### src/rtl/key_dispatch.sv
// Key event scheduler: queues debounced key codes and routes them to the menu or
// game consumer according to the MENU/PLAY/PAUSE mode FSM.
module key_dispatch #(
   parameter int              DEPTH    = 4,
   parameter int              TO_W     = 30,
   parameter logic [TO_W-1:0] PAUSE_TO = 30'd1000000000
) (
   input  logic       clk,
   input  logic       rst_n,
   input  logic [2:0] key_code,
   input  logic       game_over,
   input  logic       menu_rdy,
   input  logic       game_rdy,
   output logic       menu_valid,
   output logic [2:0] menu_code,
   output logic       game_valid,
   output logic [2:0] game_code,
   output logic [1:0] mode,
   output logic [7:0] drop_cnt
);

   localparam int              AW      = $clog2(DEPTH);
   localparam logic [1:0]      MENU    = 2'd0;
   localparam logic [1:0]      PLAY    = 2'd1;
   localparam logic [1:0]      PAUSE   = 2'd2;
   localparam logic [2:0]      CTRL    = 3'd5;
   localparam logic [TO_W-1:0] TO_LAST = PAUSE_TO - TO_W'(1);

   logic [AW:0]      wr_q, wr_d, rd_q, rd_d;
   logic [2:0]       mem_q [DEPTH];
   logic [2:0]       mem_d [DEPTH];
   logic [1:0]       mode_q, mode_d;
   logic [TO_W-1:0]  cnt_q, cnt_d;
   logic [7:0]       drop_q, drop_d;

   logic       empty, full, key_ok, flush, head_key, pop;
   logic [2:0] head;

   assign empty    = (wr_q == rd_q);
   assign full     = (wr_q[AW] != rd_q[AW]) && (wr_q[AW-1:0] == rd_q[AW-1:0]);
   assign head     = mem_q[rd_q[AW-1:0]];
   assign head_key = !empty && (head != CTRL);
   assign key_ok   = (key_code != 3'd0) && (key_code <= CTRL);
   assign flush    = ((mode_q == PAUSE) && (cnt_q == TO_LAST)) ||
                     (game_over && (mode_q != MENU));

   // Outputs depend only on registered head/mode, so code stays put until transfer.
   assign menu_valid = head_key && (mode_q == MENU);
   assign game_valid = head_key && (mode_q == PLAY);
   assign menu_code  = menu_valid ? head : 3'd0;
   assign game_code  = game_valid ? head : 3'd0;
   assign mode       = mode_q;
   assign drop_cnt   = drop_q;

   always_comb begin
      wr_d   = wr_q;
      rd_d   = rd_q;
      mem_d  = mem_q;
      mode_d = mode_q;
      drop_d = drop_q;
      cnt_d  = (mode_q == PAUSE) ? cnt_q + TO_W'(1) : '0;
      pop    = 1'b0;
      if (flush) begin
         rd_d   = wr_q;
         mode_d = MENU;
         cnt_d  = '0;
      end else begin
         // Full is judged on registered pointers: a same-cycle pop does not make room.
         if (key_ok) begin
            if (full) begin
               if (drop_q != 8'hFF) drop_d = drop_q + 8'd1;
            end else begin
               mem_d[wr_q[AW-1:0]] = key_code;
               wr_d = wr_q + (AW+1)'(1);
            end
         end
         if (!empty) begin
            pop = (head == CTRL) || (mode_q == PAUSE) ||
                  (menu_valid && menu_rdy) || (game_valid && game_rdy);
            if (head == CTRL) begin
               case (mode_q)
                  MENU:    mode_d = PLAY;
                  PLAY:    mode_d = PAUSE;
                  PAUSE:   mode_d = PLAY;
                  default: mode_d = MENU;
               endcase
            end
            if (pop) rd_d = rd_q + (AW+1)'(1);
         end
      end
   end

   always_ff @(posedge clk or negedge rst_n) begin
      if (!rst_n) begin
         wr_q   <= '0;
         rd_q   <= '0;
         mode_q <= MENU;
         cnt_q  <= '0;
         drop_q <= '0;
         for (int i = 0; i < DEPTH; i++) mem_q[i] <= '0;
      end else begin
         wr_q   <= wr_d;
         rd_q   <= rd_d;
         mode_q <= mode_d;
         cnt_q  <= cnt_d;
         drop_q <= drop_d;
         mem_q  <= mem_d;
      end
   end

endmodule

### config.mk
export PLATFORM = sky130hd
export DESIGN_NAME = key_dispatch
export DESIGN_NICKNAME = d
export VERILOG_FILES = /design/src/rtl/key_dispatch.sv
export SDC_FILE = /design/constraint.sdc
export NUM_CORES = 1
export LEC_CHECK = 0
export ABC_AREA = 1
export BUFFER_PORTS_ARGS = -buffer_cell sky130_fd_sc_hd__buf_4
export CAP_MARGIN = 25
export CELL_PAD_IN_SITES_DETAIL_PLACEMENT = 1
export CELL_PAD_IN_SITES_GLOBAL_PLACEMENT = 1
export CORE_AREA = 2 2 114 116
export CTS_BUF_LIST = sky130_fd_sc_hd__clkbuf_8
export DETAILED_ROUTE_END_ITERATION = 8
export DIE_AREA = 0 0 116 118
export GPL_TIMING_DRIVEN = 0
export PLACE_DENSITY = 0.57
export SLEW_MARGIN = 15
export SYNTH_ARGS = -nofsm -noshare
export SYNTH_HDL_FRONTEND = slang
export SYNTH_SLANG_ARGS = --single-unit
### constraint.sdc
create_clock -name clk -period 5.3 [get_ports clk]
set_clock_uncertainty 0.2 [all_clocks]
set_input_delay 0.53 -clock clk [delete_from_list [all_inputs] [get_ports clk]]
set_output_delay 0.53 -clock clk [all_outputs]
set_load 0.05 [all_outputs]
* Yosys cells after proc, flatten, opt, wreduce, memory -nomap -nowiden
Cells that the tools add are included.
** Word-level totals
- Flip-flop bits (word level) :: 58
- Latch bits :: 0
- RAM bits :: 0
- Bits in read-only memories :: 0
- Bits of input ports :: 8
- Logic and storage cells :: 73
- Memories kept :: 0
** Operators by class
- Add/sub/neg operators :: 4
- Multiply operators :: 0
- Div/mod/pow operators :: 0
- $lt $le $gt $ge :: 4
- Eq/ne operators :: 10
- Shift operators :: 0
- Multiplexer cells :: 17
- Bitwise gates (word level) :: 4
- Reductions and logical operators :: 25
** Operators with widths (number)
- two-way mux 30 bit :: 2
- adder 30 x 1 -> 30 bit, second input constant :: 1
- equality test 30 bit, second input constant :: 1
- two-way mux 3 bit :: 8
- bitwise mux 12 bit :: 1
- logical AND 1 bit :: 10
- adder 8 x 1 -> 8 bit, second input constant :: 1
- != test 8 bit, second input constant :: 1
- adder 3 x 1 -> 3 bit, second input constant :: 2
- binary-select mux 3 bit (select 2 bit) :: 1
- demux 3 bit (select 2 bit) :: 1
- greater-or-equal comparator 3 bit, second input constant :: 2
- two-way mux 2 bit :: 3
- NOT 2 -> 3 bit :: 2
- nonzero test 2 bit :: 3
- logical OR 1 bit :: 4
- one-hot mux 2 bit (2 select lines) :: 1
- AND reduction 2 bit :: 2
- AND reduction 4 bit :: 1
- equality test 3 bit :: 1
- equality test 3 bit, second input constant :: 1
- <= comparator 3 bit, second input constant :: 1
- < comparator 3 x 1 -> 1 bit, second input constant :: 1
- != test 3 bit, second input constant :: 1
- other kinds (11) :: 12

* Longest topological paths before layout
Gate-level depths: netlist (run 1).
- Depth in word-level cells :: 13
- Gate-level depth with buffers :: 13

* Least setup slack after synthesis (run 1)
OpenSTA, ideal clock, no wires.
- Kind :: reg-to-output
- From :: register mode_q[0], in the netlist mode[0]
- To :: output game_code[0]
- Arrival time :: 1.813 ns
- Required time :: 4.570 ns
- Slack :: 2.757 ns
- Stages on the path, launching flop included :: 7
- Buffers on the path :: 0
- Cells stage by stage :: dfrtp_1 > inv_1 > nor2_1 > nand2_1 > inv_1 > nand2_1 > inv_1
** Between the ends
- Longest elaborated chain between the ends :: 3
** RTL lines
- start, declared :: RTL line 32 : logic [1:0] mode_q, mode_d;
- start signal, assigned :: RTL line 104 : mode_q <= mode_d;
- equality test 2 x 1 -> 1 bit :: RTL line 49 : assign game_valid = head_key && (mode_q == PLAY);
- logical AND 1 bit :: RTL line 49
- via game_valid :: RTL line 16 : output logic game_valid,
- two-way mux 3 bit :: RTL line 51 : assign game_code = game_valid ? head : 3'd0;
- end, declared :: RTL line 17 : output logic [2:0] game_code,
The timed path passes the listed nets, and every way through them passes these cells.

* Worst setup path after layout (run 1)
- From :: register rd_q[0]
- To :: output game_code[0]
** Between the ends
- Longest elaborated chain between the ends :: 8
- Elaborated cells between the ends (all ways) :: 10
- Classes of those cells :: eq/ne: 2; mux: 4; bitwise: 1; reduce/logical: 3
** RTL lines
- start, declared :: RTL line 29 : logic [AW:0] wr_q, wr_d, rd_q, rd_d;
- start signal, assigned :: RTL line 103 : rd_q <= rd_d;
- NOT 2 -> 3 bit (implied by the code) :: RTL line 41 : assign head = mem_q[rd_q[AW-1:0]];
- binary-select mux 3 bit (select 2 bit) :: RTL line 41
- two-way mux 3 bit (implied by the code) (2 in series) :: RTL line 41
- != test 3 bit :: RTL line 42 : assign head_key = !empty && (head != CTRL);
- logical AND 1 bit :: RTL line 42
- logical AND 1 bit :: RTL line 49
- two-way mux 3 bit (*) :: RTL line 51
Mark *: on every way between the ends. The rest lies on a longest branch, timed or not. The select of a mux whose other input is x is not followed.

==> results of run 1 <==
==> registers in the layout, summed over array words and instances (netlist names) <==
name	cells
mem_q	12
rd_q	3
mode	2
cnt_q	30
wr_q	3
drop_cnt	8
==> cells in the final DEF, fill, tap and decap left out, types with 9 or more instances in the layout <==
cell type | netlist | layout
dfrtp_1 | 58 | 58
nor2_1 | 58 | 58
clkbuf_8 | 0 | 12
a21oi_1 | 9 | 9
nand3_1 | 30 | 30
nor3_1 | 22 | 22
o21ai_0 | 25 | 25
nand2_1 | 131 | 131
xnor2_1 | 9 | 9
xor2_1 | 11 | 11
buf_4 | 3 | 28
inv_1 | 60 | 61
==> report_power, final <==
group          internal (mW)  switching (mW)  leakage [nW]
Clock                  0.251           0.182         0.110
Sequential             0.535          0.0809         0.774
Combinational          0.298           0.642         0.995
==> final cells by class <==
class	instances	area (sq um)
Buffer	6	56.3
Tap cell	172	215
Timing Repair Buffer	25	188
Sequential cell	58	1450
Clock inverter	3	38.8
Multi-Input combinational cell	338	1700
Clock buffer	12	165
Inverter	64	243
Fill cell	1593	8360
==> final timing paths <==
path	endpoint	slack [ns]	depth (start not counted)
hold reg to reg	cnt_q[0]$_DFF_PN0_	0.29	1
setup reg to reg	cnt_q[27]$_DFF_PN0_	3.09	11
hold / removal	cnt_q[17]$_DFF_PN0_	0.06	1
max in group asynchronous	wr_q[2]$_DFFE_PN0P_	4.32	1
min in group clk	mem_q[9]$_DFFE_PN0P_	0.24	3
setup / recovery	game_code[0]	2.58	12
==> per-stage QoR <==
stage	util	hold WS, ns	instance area (sq um)
5_1_grt	0.327	0.119	4060
6_report	0.327	0.0601	4060
2_1_floorplan	-	0.0344	3450
3_5_place_dp	0.310	0.288	3850
3_3_place_gp	0.310	0.280	3850
4_1_cts	0.327	0.102	4060
==> kinds of logic (layout without fill, tap and decap cells) <==
logic type / Yosys count / after routing
buf+inv: 70 / 110
xor+xnor: 21 / 21
flops: 58 / 58
simple gates: 272 / 272
fa+ha+maj: 7 / 7
compound gates: 38 / 38
==> worst reg2reg max path, delay by kind of cell, from the launching register on <==
family	cells	cell delay [ns]
buffers and inverters	2	0.31
flip-flops	1	0.39
adder cells (fa/ha/maj)	1	0.18
AND/OR/NAND/NOR	8	1.03
==> per-layer routing <==
layer  vias to the layer above  track usage  share of wire
met3                        11       0.0345          0.021
met5                         -            0              0
met4                         0       0.0469          0.014
met1                      1494        0.185           0.45
li1                       1538            -              -
met2                        21        0.257           0.51
==> impl_metrics.tcl, run 1 <==
set metrics [dict create \
    post_cts_buffers 0 \
    crit_top_cell "nand2_1" \
    area_growth_pct 17.6 \
    synth_area_sq_um 3450 \
    cts_buffers 9 \
    dieHeight_um 118 \
    rr_startpoint "cnt_q[0]$_DFF_PN0_" \
    worstPathMaxFanout 10 \
    status "finished clean" \
    crit_path_top_delay_cell "dfrtp_1" \
    final-instance-count-excl-fill 678 \
    slew_violations 0 \
    yosys.area_share.simple 0.354 \
    io_buffer_count 25 \
    grt_pass1_wl_um 16000 \
    ant_nets 0 \
    cts.repair.resized 0 \
    synth_top_area_share 0.421 \
    critPathMaxStageDelay_ns 0.41 \
    clock-sinks 58 \
    synth-xor-area-share 0.0555 \
    cts_hold_buf 0 \
    worstSetupStartpointType "flip-flop" \
    rsz0062_at_grt "no" \
    die_area_sq_um 13700 \
    grt_usage 0.150 \
    maxCapViolCount 0 \
    gp_congestion 0.816 \
    hold_viol_final 0 \
    async_flop_share 1.00 \
    synth-edff-count 0 \
    final_nets 517 \
    synthMuxAreaShare 0 \
    placed_cells 663 \
    path_clk_slew_ns 0.07 \
    grt_pass1_vias 3238 \
    tns_ns 0 \
    path_delay_family "simple AND/OR/NAND/NOR gates" \
    holdCritPathClass "input port to asynchronous set/reset pin" \
    path_class "flip-flop to output port" \
    synth-compound-area-share 0.0580 \
    wirelength_um 9400 \
    clk_latency_ns 0.35 \
    num_vias 3064 \
    min_period_ns 2.72 \
    power.leakage_nw 1.88 \
    num_io_pins 26 \
    synth_top_family_by_area "simple AND/OR/NAND/NOR gates" \
    cp_num_buf_inv 5 \
    diodes 0 \
    crit_arrival_ns 1.99 \
    synthFlopType "dfrtp_1" \
    synth_commonest_cells "131 x nand2_1, 60 x inv_1, 58 x dfrtp_1, 58 x nor2_1, 30 x nand3_1" \
    slew-limit-headroom 0.478 \
    overflow 0 \
    yosys_warnings 0 \
    grt_antenna_before_repair 0 \
    setup_violations 0 \
    clock_path_buffers 2 \
    drtIter0Drc 93 \
    row_count 41 \
    syn_inst 466 \
    power_density_nw_per_um2 490 \
    end_kind "output port" \
    synth_fa_ha_area_frac 0.0254 \
    post-place-ws_ns 2.90 \
    yosysMostFrequentCell "nand2_1" \
    syn_avg_cell_area_sq_um 7.40 \
    drc_errors 0 \
    avgRoutedWirePerCell_um 13.9 \
    fmax_ghz 0.367 \
    synthDistinctLibCells 33 \
    cts_tree "built" \
    synth_top_cell_by_area "dfrtp_1" \
    via_per_inst 4.52 \
    worstPathCellList "buf_6 > o21ai_0 > nand2_1 > nand2_1 > nand3_1 > nand2_1 > inv_1 > nand2_1 > inv_1 > nand2_1 > inv_1 > buf_4" \
    startpoint "rd_q[0]$_DFFE_PN0P_" \
    synth.net_count 481 \
    worst_pin_slew_ns 0.782 \
    setup_slack_ns 2.58 \
    ys_ff_latch 58 \
    min_period_over_period 0.514 \
    core_area_sq_um 12400 \
    grt_max_degree 59 \
    fp.dieW_um 116 \
    total_power_mw 1.99 \
    synthTopCellsByArea "dfrtp_1 42%, nand2_1 14%, inv_1 6.5%, nor2_1 6.3%, nand3_1 4.4%" \
    dp_hpwl_um 7170 \
    cts-root-buf "clkbuf_8" \
    start_util 0.278 \
    cts_max_level 3 \
    drive_gt1_frac 0.132 \
    ir_drop_v 0.000195 \
    crit_required_ns 4.57 \
    ys_seq_area_frac 0.421 \
    drt_pass1_iterations 4 \
]
Note: power is estimated with default switching activity, not from simulation.
==> inputs of run 2 (changes only) <==
clock period = 2.53 ns   (was 5.3 ns; I/O delays follow)
==> run 2 against run 1 <==
Against the previous run:
- final cell count up 0.88%
- register-to-register slack worse by 2.8 ns
- sequential cell count unchanged
- non-clock buffer count up 6
- routed wire length up 0.65%
- count of clock-buffer cells in the layout unchanged
- utilization up 0.65 points
- sequential share of layout area down 0.66 points
- via count up 0.39%
- total power up 110%
==> impl_metrics.tcl, run 2 (synthesized netlist as in run 1, its figures left out) <==
set metrics [dict create \
    post-route-util 0.333 \
    fill_cells 1588 \
    tns_ns 0 \
    hold_viol_final 0 \
    grt_usage 0.151 \
    cts_buffers 9 \
    dpl_cell_area_sq_um 3850 \
    worst_pin_slew_ns 0.788 \
    final_nets 523 \
    avgRoutedWirePerCell_um 13.8 \
    clock-sinks 58 \
    start_util 0.278 \
    grt_pass1_wl_um 16000 \
    cp_num_buf_inv 5 \
    top_register "cnt_q" \
    drc_errors 0 \
    io_buffer_count 25 \
    maxCapViolCount 0 \
    path_class "flip-flop to output port" \
    grt_max_degree 59 \
    drive_gt1_frac 0.148 \
    crit_required_ns 2.08 \
    clock_path_buffers 2 \
    grt_antenna_before_repair 0 \
    r2r_slack_ns 0.31 \
    drt_pass1_iterations 4 \
    worstPathCellList "buf_6 > nand2_1 > nand3_1 > nand2_1 > nand3_2 > nand2_1 > inv_1 > nand2_1 > inv_1 > nand2_1 > inv_1 > buf_4" \
    ant_nets 0 \
    final_area_sq_um 4140 \
    crit_top_cell "nand2_1" \
    crit_path_top_delay_cell "dfrtp_1" \
    fmax_ghz 0.430 \
    worstSetupStartpointType "flip-flop" \
    diodes 0 \
    worstPathMaxFanout 10 \
    status "finished clean" \
    drtIter0Drc 90 \
    path_clk_slew_ns 0.07 \
    wirelength_um 9460 \
    total_power_mw 4.24 \
    power.leakage_nw 1.91 \
    crit_arrival_ns 1.87 \
    end_kind "output port" \
    die_area_sq_um 13700 \
    row_count 41 \
    num_vias 3076 \
    path_delay_family "simple AND/OR/NAND/NOR gates" \
    fp.dieW_um 116 \
    dieHeight_um 118 \
    via_per_inst 4.50 \
    cts_max_level 3 \
    power_density_nw_per_um2 1030 \
    grt_pass1_vias 3266 \
    dp_hpwl_um 7170 \
    setup_violations 0 \
    slew-limit-headroom 0.474 \
    core_area_sq_um 12400 \
    overflow 0 \
    min_period_ns 2.33 \
    clk_latency_ns 0.35 \
    num_io_pins 26 \
    holdCritPathClass "input port to flip-flop" \
    area_growth_pct 19.9 \
    cts-root-buf "clkbuf_8" \
    largest_reg_flops 30 \
    cts_tree "built" \
    final_common_cell "nand2_1" \
    mostFrequentLayoutCells "129 x nand2_1, 60 x inv_1, 58 x nor2_1" \
    min_period_over_period 0.920 \
    ir_drop_v 0.000411 \
    slew_violations 0 \
    critPathMaxStageDelay_ns 0.41 \
    gp_congestion 0.816 \
]
[run 2: cell count changes in the layout (fill, tap and decap cells not counted), moves of 2 or more]
cell | previous run | this run
dlygate4sd3_1 | 0 | 4
nand2_1 | 131 | 129
nand2_2 | 1 | 3
nand3_1 | 30 | 28
nand3_2 | 2 | 4
[run 2: worst min-delay path, cell delays in order]
cell	delay, ns
buf_4	0.08
nand4_1	0.08
nand3_1	0.16
nand3_1	0.09
nand2_1	0.06
[run 2: metrics by stage]
stage / std cells / setup slack, ns / hold slack [ns]
4_1_cts: 682 / 0.0269 / 0.203
3_5_place_dp: 663 / 0.270 / 0.207
5_1_grt: 684 / -0.00772 / 0.227
6_report: 684 / 0.204 / 0.205
3_3_place_gp: 663 / 0.284 / 0.201
2_1_floorplan: 466 / 0.264 / -0.243
[run 2: repair_timing]
| item | CTS | global route |
|---|---|---|
| gates resized for setup | 0 | 9 |
| setup buffers | 0 | 2 |
| endpoints found under the hold margin | 70 | 0 |
| setup endpoints to repair | 0 | 9 |
| hold buffers | 4 | 0 |
[run 2: layer usage]
layer / vias to the layer above / routed length [um] / global-route usage
met5: - / 0 / 0
met4: 0 / 128 / 0.0469
met3: 11 / 193 / 0.0345
met2: 23 / 4850 / 0.260
met1: 1490 / 4290 / 0.184
li1: 1552 / - / -
[run 2: path summary, 6_finish.rpt]
kind / cells past startpoint / to / startpoint
worst max register to register: 11 / cnt_q[27]$_DFF_PN0_ / cnt_q[0]$_DFF_PN0_
worst max-delay path: 12 / game_code[2] / rd_q[0]$_DFFE_PN0P_
min in group asynchronous: 2 / cnt_q[17]$_DFF_PN0_ / rst_n
max in group asynchronous: 2 / rd_q[1]$_DFFE_PN0P_ / rst_n
worst min register to register: 1 / cnt_q[0]$_DFF_PN0_ / cnt_q[0]$_DFF_PN0_
worst min-delay path: 5 / rd_q[2]$_DFFE_PN0P_ / game_rdy
[run 2: layout make-up]
| cell class | count | area, sq um | area share |
|---|---|---|---|
| multi-input cells | 338 | 1720 | 0.416 |
| flip-flops and latches | 58 | 1450 | 0.351 |
| repair buffers | 31 | 246 | 0.0596 |
| inverters | 64 | 243 | 0.0587 |
| well taps | 172 | 215 | 0.0520 |
| clock buffers | 12 | 165 | 0.0399 |
| plain buffers | 6 | 56.3 | 0.0136 |
| clock inverters | 3 | 38.8 | 0.00938 |
[run 2: power breakdown]
group	switching [mW]	internal (mW)
Combinational	1.37	0.668
Clock	0.382	0.525
Sequential	0.171	1.12
Total	1.93	2.32
==> inputs of run 3 (changes only) <==
PLACE_DENSITY = 0.56   (was 0.57)
TNS_END_PERCENT = 1   (was default)
==> run 3 against run 2 <==
Against the previous run:
- total power grew 4.1%
- utilization grew 0.25 points
- register-to-register slack is essentially flat
- first-iteration DRC count shrank 11%
- sequential power is essentially flat
- final area grew 0.76%
- maximum frequency shrank 2.6%
- via count grew 1.1%
- count of clock-buffer cells in the layout is the same
- largest power group unchanged
- highest routed layer unchanged
==> impl_metrics.tcl, run 3 (synthesized netlist as in run 1, its figures left out) <==
set metrics [dict create \
    final-instance-count-excl-fill 684 \
    largest_reg_flops 30 \
    clock_path_buffers 2 \
    min-delay-start "game_rdy" \
    io_buffer_count 25 \
    dp_hpwl_um 7120 \
    final_common_cell "nand2_1" \
    seqPwrFrac 0.293 \
    regToRegEndpoint "cnt_q[20]$_DFF_PN0_" \
    path_clk_slew_ns 0.07 \
    clk_latency_ns 0.36 \
    grt_max_degree 59 \
    placed_cells 663 \
    end_kind "output port" \
    hold_path_end "rd_q[2]$_DFFE_PN0P_" \
    gp_congestion 0.818 \
    slew_violations 0 \
    start_util 0.278 \
    total_power_mw 4.42 \
    ir_drop_v 0.000417 \
    grt_pass1_vias 3274 \
    seq_area_sq_um 1450 \
    post-route-util 0.336 \
    crit_arrival_ns 1.93 \
    drive_gt1_frac 0.150 \
    power.leakage_nw 1.91 \
    num_io_pins 26 \
    clock-sinks 58 \
    rr_startpoint "cnt_q[0]$_DFF_PN0_" \
    die_area_sq_um 13700 \
    r2r_slack_ns 0.32 \
    wirelength_um 9640 \
    reg2reg_depth 11 \
    cts_tree "built" \
    fill_cells 1545 \
    grt_usage 0.153 \
    grt_pass1_wl_um 16200 \
    ant_nets 0 \
    worst_pin_slew_ns 0.812 \
    via_per_inst 4.55 \
    worstHoldPathCells 5 \
    grt_antenna_before_repair 0 \
    min_period_over_period 0.944 \
    status "finished clean" \
    row_count 41 \
    power_frac_comb 0.470 \
    mostFrequentLayoutCells "128 x nand2_1, 59 x inv_1, 58 x nor2_1" \
    dieHeight_um 118 \
    final_nets 522 \
    power_density_nw_per_um2 1060 \
    path_class "flip-flop to output port" \
    cts_max_level 3 \
    power.switching_mw 2.00 \
    top_register "cnt_q" \
    cts_buffers 9 \
    multi_input_comb_area_sq_um 1720 \
    final_area_sq_um 4170 \
    p_int_mw 2.42 \
    clockPowerShare 0.237 \
    area_growth_pct 20.8 \
    switching_share 0.452 \
    crit_required_ns 2.08 \
    min_period_ns 2.39 \
    core_area_sq_um 12400 \
    fp.dieW_um 116 \
    dpl_cell_area_sq_um 3850 \
    drt_pass1_iterations 4 \
    worstSetupStartpointType "flip-flop" \
    holdCritPathClass "input port to flip-flop" \
    overflow 0 \
    worstPathMaxFanout 10 \
    maxCapViolCount 0 \
    setup_violations 0 \
    drtIter0Drc 80 \
    fmax_ghz 0.419 \
    cts-root-buf "clkbuf_8" \
    drc_errors 0 \
    diodes 0 \
    hold_viol_final 0 \
    avgRoutedWirePerCell_um 14.1 \
    num_vias 3109 \
    slew-limit-headroom 0.458 \
]
==> run 3: stage by stage <==
step / hold WS [ns] / setup TNS, ns / setup slack (ns)
floorplan: -0.243 / 0 / 0.264
global placement: 0.204 / 0 / 0.310
detailed placement: 0.200 / 0 / 0.303
CTS: 0.162 / 0 / 0.0255
global route: 0.219 / -0.0137 / -0.00841
finish: 0.183 / 0 / 0.142
==> run 3: area by class of cell <==
cell class                      count  area share
Multi-Input combinational cell    338       0.414
Sequential cell                    58       0.349
Inverter                           64      0.0582
Timing Repair Buffer               30      0.0573
Tap cell                          172      0.0516
Clock buffer                       12      0.0396
Clock inverter                      4      0.0174
Buffer                              6      0.0135
==> run 3: layer usage <==
metal	vias up	wire, um	GRT usage
met1	1510	4340	0.179
met2	31	4880	0.263
li1	1556	-	-
met5	-	0	0
met4	0	173	0.0513
met3	12	240	0.0484
==> run 3: worst max-delay path by stage <==
stage,slack (ns),end,cells past startpoint,from
global placement,0.31,cnt_q[27]$_DFF_PN0_,11,cnt_q[0]$_DFF_PN0_
floorplan,0.26,game_code[0],6,mode[0]$_DFFE_PN0P_
global route,-0.008,menu_code[0],10,rd_q[0]$_DFFE_PN0P_
CTS,0.03,menu_code[2],12,rd_q[0]$_DFFE_PN0P_
finish,0.14,menu_code[0],10,rd_q[0]$_DFFE_PN0P_
detailed placement,0.30,cnt_q[10]$_DFF_PN0_,11,cnt_q[0]$_DFF_PN0_
==> run 3: power groups by stage <==
stage | sequential [mW] | clock [mW] | combinational (mW)
final | 1.30 | 1.05 | 2.07
after global routing | 1.33 | 1.13 | 2.31
after CTS | 1.30 | 1.09 | 2.03
after detailed placement | 1.32 | 0 | 2.01
after global placement | 1.31 | 0 | 1.98
after floorplan | 1.40 | 0 | 1.34
==> run 3: critical path: stages, from the launching register on <==
cell     delay [ns]
dfrtp_1        0.42
buf_6          0.16
xnor2_1        0.24
nand3_2        0.18
nand2_1        0.10
inv_1          0.05
nand2_1        0.07
inv_1          0.07
nand2_1        0.06
inv_1          0.04
buf_4          0.18
==> run 3: repair_timing <==
action,4_1_cts,5_1_grt
hold buffers,4,0
hold endpoints to repair,70,0
resized for setup,1,8
endpoints found under the setup margin,3,4
setup buffers,0,1
pin swaps,0,1
